File: config.mk
export PLATFORM = sky130hd
export DESIGN_NAME = user_id_readout
export DESIGN_NICKNAME = d
export VERILOG_FILES = /design/src/rtl/user_id_readout.sv
export SDC_FILE = /design/constraint.sdc
export NUM_CORES = 1
export LEC_CHECK = 0
export ABC_AREA = 0
export CORE_MARGIN = 4
export CORE_UTILIZATION = 60
export CTS_CLUSTER_DIAMETER = 60
export CTS_CLUSTER_SIZE = 16
export DETAILED_ROUTE_END_ITERATION = 7
export DONT_BUFFER_PORTS = 1
export GPL_ROUTABILITY_DRIVEN = 1
export HOLD_SLACK_MARGIN = 0.02
export PLACE_DENSITY = 0.81
export SLEW_MARGIN = 30
export SYNTH_ARGS = -nofsm -noshare
export SYNTH_HDL_FRONTEND = slang
export SYNTH_SLANG_ARGS = --single-unit
File: constraint.sdc
create_clock -name clk -period 2.4 [get_ports clk]
set_input_delay 0.48 -clock clk [delete_from_list [all_inputs] [get_ports clk]]
set_output_delay 0.48 -clock clk [all_outputs]
set_load 0.02 [all_outputs]
File: src/rtl/user_id_readout.sv
// Shadow register and access sequencer for the 32-bit mask revision / user ID word.
// Captures after reset settles or on refresh, then serves bus reads and MSB-first serial shift-out.
module user_id_readout #(
  parameter int SETTLE_CYCLES = 4,
  parameter int CLKDIV        = 2
) (
  input  logic        clk,
  input  logic        resetn,
  input  logic [31:0] mask_rev,
  input  logic        refresh,
  output logic        id_valid,
  input  logic        rd_req,
  output logic        rd_ack,
  output logic [31:0] rd_data,
  input  logic        ser_start,
  output logic        ser_busy,
  output logic        ser_out,
  output logic        ser_strobe,
  output logic        ser_done
);

  typedef enum logic [1:0] {ST_WAIT, ST_CAPTURE, ST_IDLE, ST_SHIFT} state_t;

  localparam logic [7:0] SETTLE_LIM = 8'(SETTLE_CYCLES);
  localparam logic [7:0] DIV_LAST   = 8'(CLKDIV - 1);

  state_t      state_q,    state_d;
  logic [7:0]  settle_q,   settle_d;
  logic [31:0] shadow_q,   shadow_d;
  logic        id_valid_q, id_valid_d;
  logic        pending_q,  pending_d;
  logic [31:0] shift_q,    shift_d;
  logic [4:0]  bit_q,      bit_d;
  logic [7:0]  div_q,      div_d;
  logic        rd_ack_q,   rd_ack_d;
  logic [31:0] rd_data_q,  rd_data_d;
  logic        rd_armed_q, rd_armed_d;

  // Serial outputs decode directly from state so an async reset silences them at once.
  assign ser_busy   = (state_q == ST_SHIFT);
  assign ser_out    = ser_busy & shift_q[31];
  assign ser_strobe = ser_busy && (div_q == DIV_LAST);
  assign ser_done   = ser_strobe && (bit_q == 5'd0);
  assign id_valid   = id_valid_q;
  assign rd_ack     = rd_ack_q;
  assign rd_data    = rd_data_q;

  always_comb begin
    state_d    = state_q;
    settle_d   = settle_q;
    shadow_d   = shadow_q;
    id_valid_d = id_valid_q;
    pending_d  = pending_q | refresh;
    shift_d    = shift_q;
    bit_d      = bit_q;
    div_d      = div_q;
    rd_ack_d   = 1'b0;
    rd_data_d  = 32'd0;
    rd_armed_d = rd_armed_q;

    // A new ack needs rd_req to have been seen low since the previous one.
    if (((state_q == ST_IDLE) || (state_q == ST_SHIFT)) && rd_req && rd_armed_q) begin
      rd_ack_d   = 1'b1;
      rd_data_d  = shadow_q;
      rd_armed_d = 1'b0;
    end else if (!rd_req) begin
      rd_armed_d = 1'b1;
    end

    case (state_q)
      ST_WAIT: begin
        if (settle_q == SETTLE_LIM) begin
          state_d = ST_CAPTURE;
        end else begin
          settle_d = settle_q + 8'd1;
        end
      end
      ST_CAPTURE: begin
        shadow_d   = mask_rev;
        id_valid_d = 1'b1;
        pending_d  = refresh;
        state_d    = ST_IDLE;
      end
      ST_IDLE: begin
        if (pending_q || refresh) begin
          state_d = ST_CAPTURE;
        end else if (ser_start) begin
          state_d = ST_SHIFT;
          shift_d = shadow_q;
          bit_d   = 5'd31;
          div_d   = 8'd0;
        end
      end
      ST_SHIFT: begin
        if (div_q == DIV_LAST) begin
          div_d   = 8'd0;
          shift_d = {shift_q[30:0], 1'b0};
          bit_d   = bit_q - 5'd1;
          if (bit_q == 5'd0) begin
            state_d = ST_IDLE;
          end
        end else begin
          div_d = div_q + 8'd1;
        end
      end
      default: state_d = ST_WAIT;
    endcase
  end

  always_ff @(posedge clk or negedge resetn) begin
    if (!resetn) begin
      state_q    <= ST_WAIT;
      settle_q   <= 8'd0;
      shadow_q   <= 32'd0;
      id_valid_q <= 1'b0;
      pending_q  <= 1'b0;
      shift_q    <= 32'd0;
      bit_q      <= 5'd0;
      div_q      <= 8'd0;
      rd_ack_q   <= 1'b0;
      rd_data_q  <= 32'd0;
      rd_armed_q <= 1'b1;
    end else begin
      state_q    <= state_d;
      settle_q   <= settle_d;
      shadow_q   <= shadow_d;
      id_valid_q <= id_valid_d;
      pending_q  <= pending_d;
      shift_q    <= shift_d;
      bit_q      <= bit_d;
      div_q      <= div_d;
      rd_ack_q   <= rd_ack_d;
      rd_data_q  <= rd_data_d;
      rd_armed_q <= rd_armed_d;
    end
  end

endmodule

[After elaboration in Yosys (flattened, before gate mapping)]
Cells that the tools add are included.
W data, S select, Z words.
Operators by class
  bitwise gates (word level): 3
  reduce and logical (&&, ||, !) cells: 13
  add/sub/neg operators: 3
  eq/ne operators: 12
  multiplexer cells: 23
Operators with widths (number)
  $mux W32: 4
  $pmux W32 S2: 1
  $mux W8: 3
  $add A8 B1 Y8 const B: 2
  $pmux W8 S2: 1
  $mux W5: 3
  $mux W2: 5
  $pmux W5 S2: 1
  $eq A8 B1 Y1 const B: 1
  $eq A8 B3 Y1 const B: 1
  $pmux W2 S4: 1
  $reduce_and A4 Y1: 2
  $ne A2 B1 Y1 const B: 3
  $ne A2 B2 Y1 const B: 3
  $logic_not A5 Y1: 1
  $sub A5 B1 Y5 const B: 1
  $eq A2 B2 Y1 const B: 2
  $logic_and A1 B1 Y1: 4
  $mux W1: 4
  $ne A3 B2 Y1 const B: 1
  $reduce_and A3 Y1: 1
  $eq A2 B1 Y1 const B: 1
  $logic_not A2 Y1: 1
  $logic_or A1 B1 Y1: 2
  other kinds (5): 5
Storage, ports and cells
  word-level logic and storage cells: 65
  flip-flop bits (word level): 123

[Longest topological paths before layout]
  word-level depth: 5
  gate-level depth with buffers: 8
  mapped depth without buffers: 6

[Worst setup path after synthesis]
OpenSTA, ideal clock, no wires.
  path type: flip-flop to output port
  start: reg div_q[1]
  end: out ser_done
  setup slack: 0.103 ns
  path buffers: 2
  data arrival time: 1.817 ns
  stages on the path, launching flop included: 8
  path through: dfrtp_1 -> inv_1 -> ha_1 -> nor4b_4 -> nand3_1 -> buf_2 -> buf_2 -> nor3_1
Between the ends
  cells in the longest elaborated chain, start to end: 3
Ends and longest elaborated chain
  start: declaration: RTL line 34  | logic [7:0] div_q, div_d;
  start signal: assignment: RTL line 131  | div_q <= div_d;
  $eq A8 B1 Y1: RTL line 42  | assign ser_strobe = ser_busy && (div_q == DIV_LAST);
  $logic_and A1 B1 Y1: RTL line 42
  $logic_and A1 B1 Y1: RTL line 43  | assign ser_done = ser_strobe && (bit_q == 5'd0);
  end: declaration: RTL line 19  | output logic ser_done
No other way between the ends.

[Worst setup path after layout]
Same ends and word-level chain as after synthesis.

==> summary.txt <==
Clock buffer depth: 2
Setup TNS Final: 0 ns
HPWL Detailed: 5.72 mm
Port Buffers: 0
Die area: 10200 µm²
Critical Path Source Type: register
Mapped Cells: 410
Die width: 101 µm
Syn Area/Cell: 12.6 µm²
CTS tree: built
CTS Buf Count: 17
Vias in the first global route: 3185
Worst EP arrival: 1.83 ns
Commonest non-fill, non-tap cell in the layout: dfrtp_1
Worst Setup End Kind: output pin
P_int: 5.28 mW
Initial antenna violation count: 0
Later-pin clock latency in the skew report: 0.51 ns
Critical path type: register to output pin
Nets: 463
Root buffer cell: clkbuf_8
Gr ovfl total: 0
Sink Count: 123
Ant. Diodes: 0
Post-synth EDFFs: 0
Initial Util: 62.3%
Post-DP Area: 5250 µm²
Count of cell types in the netlist: 44
RSZ-0062 raised after global routing: true
Worst-margin pin slew: 0.828 ns
Dominant synthesized flop cell: dfrtp_1
Layout cell share with drive strength beyond 1: 27.2%
Min Hold Slack: -0.333 ns
Switching pwr: 2.23 mW
# fillers: 569
Syn Nets: 452
WP data required: 1.92 ns
Setup violators final: 0
Status: finished, violations left
Core Footprint: 8300 µm²
Crit-path max FO: 4
I/O Pins: 75
FMAX: 0.434 GHz
Routed WL: 9.45 mm
Initial DRC count: 132
Slew margin rel.: 44.4%
Most frequent cells in the layout: dfrtp_1, nand3_1, and2_1
Post-Syn Area: 5170 µm²
Fin crit period: 2.31 ns
Async set-reset flop share out of synthesis: 100%
Number of antenna-violating nets in the routed design: 0
Htree depth: 4
Detailed Routing Iterations Pass 1: 5
Share of the core filled with cells: 71.5%
Post-route cell area: 5940 µm²
Total global-route track usage: 19.9%
Leak pwr: 2.84 nW
# rows: 33
Total number of vias: 3141
PwrDens: 1260 nW/µm²
Max_cap viols: 0
Total chip power: 7.50 mW
CTS clk-pin slew, worst paths: 0.06 ns
Fin. max-slew vios: 0
Worst hold path type: input port to async pin
Power share of the clock group: 35.2%
Worst Setup Slack, final: 0.0946 ns
VDD IR max: 0.619 mV
Residual DRC: 0
Endpoints failing hold: 123
WL/cell: 17.5 µm
Pre-CTS WS: 0.170 ns
Part of the power in combinational logic: 19.5%
Via-per-instance ratio: 5.83
Seq cells post-synth: 123
Failing checks: negative hold slack
Final worst clock skew: 0.00649 ns
Area Growth Syn to Fin: 14.9%
GP Congestion: 0.812
Number of synthesis warnings: 0
Crit share post-route: 96.1%
Seq/Total Area, Yosys: 59.6%
First-pass GRT wire length: 15.6 mm
Net Sw Frac: 29.7%
Largest net degree at the start of global routing: 124
Die height: 101 µm
Register share of total power: 45.3%
-- path summary, 6_finish.rpt --
path                                           to  slack, ns              startpoint  cells past startpoint
max                                      ser_done       0.09    div_q[1]$_DFFE_PN0P_                      6
min                          id_valid$_DFFE_PN0P_      -0.33                  resetn                      0
max reg2reg                shift_q[1]$_DFFE_PN0P_       0.43    div_q[0]$_DFFE_PN0P_                      7
min reg2reg                rd_armed_q$_DFFE_PN1P_       0.48  rd_armed_q$_DFFE_PN1P_                      2
max in group asynchronous  rd_armed_q$_DFFE_PN1P_       2.54                  resetn                      0
min in group clk           rd_armed_q$_DFFE_PN1P_       0.05                  rd_req                      1
-- flip-flops by register name, indices dropped and copies added, names as in the netlist --
register    count
id_valid        1
bit_q           5
rd_ack          1
div_q           8
pending_q       1
settle_q        8
state_q         2
shadow_q       32
shift_q        32
rd_data        32
rd_armed_q      1
-- synthesized netlist by cell type, types with 2 or more instances --
master	count	area, µm²
a21oi_1	6	30.0
and2_1	34	213
and3_1	4	25.0
buf_2	10	50.1
buf_6	4	45.0
clkbuf_1	7	26.3
dfrtp_1	122	3050
ha_1	5	62.6
inv_1	12	45.0
mux2_2	32	360
mux2i_1	31	310
nand2_1	14	52.6
nand3_1	35	175
nand4_1	6	37.5
nor2_1	10	37.5
nor3_1	3	15.0
o21ai_0	10	50.1
o21ai_2	28	245
or3_1	2	12.5
xnor2_1	10	87.6
xor2_1	2	17.5
-- worst max-delay path: stages, from the launching register on --
cell and delay [ns]:
dfrtp_1 0.40, inv_2 0.06, ha_1 0.13, nor4b_4 0.23
nand3_2 0.16, nor3_2 0.17, buf_4 0.17
-- layout make-up --
| cell class | count | area (µm²) | area share (%) |
|---|---|---|---|
| tap | 105 | 131 | 2.21 |
| sequential | 123 | 3080 | 51.9 |
| timing repair buffer | 14 | 121 | 2.04 |
| clock inverter | 13 | 190 | 3.20 |
| inverter | 13 | 48.8 | 0.822 |
| clock buffer | 19 | 432 | 7.27 |
| multi-input combinational | 252 | 1930 | 32.6 |
-- power by group through the flow --
stage / clock network (mW) / logic (mW) / registers, mW
final: 2.64 / 1.47 / 3.40
after floorplan: 0 / 1.23 / 3.26
after CTS: 2.68 / 1.46 / 3.40
after global routing: 2.78 / 1.66 / 3.50
after detailed placement: 0 / 1.40 / 3.42
after global placement: 0 / 1.32 / 3.39
-- cell families after synthesis --
| kind of cell | after synthesis | share of synthesized area [%] |
|---|---|---|
| DFF | 123 | 59.6 |
| and+or+nand+nor | 116 | 12.5 |
| muxes | 63 | 13.0 |
| AOI/OAI and AO/OA | 56 | 8.23 |
| buffers and inverters | 35 | 3.44 |
| xor gates and xnor gates | 12 | 2.03 |
| adders and majority gates | 5 | 1.21 |
-- layer usage --
layer  global-route usage (%)  vias up  wire (µm)
met4                     8.39        0        129
met3                     6.16       14        642
li1                         -     1449          -
met5                        0        -          0
met2                     31.7      102       4640
met1                     25.4     1576       4030
-- through the flow --
stage / instances / hold WS [ns]
after global routing: 539 / -0.358
after detailed placement: 501 / 0.188
after floorplan: 410 / 0.184
final: 539 / -0.333
after global placement: 501 / 0.187
after CTS: 537 / -0.354
-- timing repair --
action / CTS / global route
gates resized for setup: 2 / 3
endpoints found under the hold margin: 123 / 123
setup buffers: 4 / 2
endpoints found under the setup margin: 2 / 3
pin swaps: 1 / 2
Power figures use the tool's default switching activity.
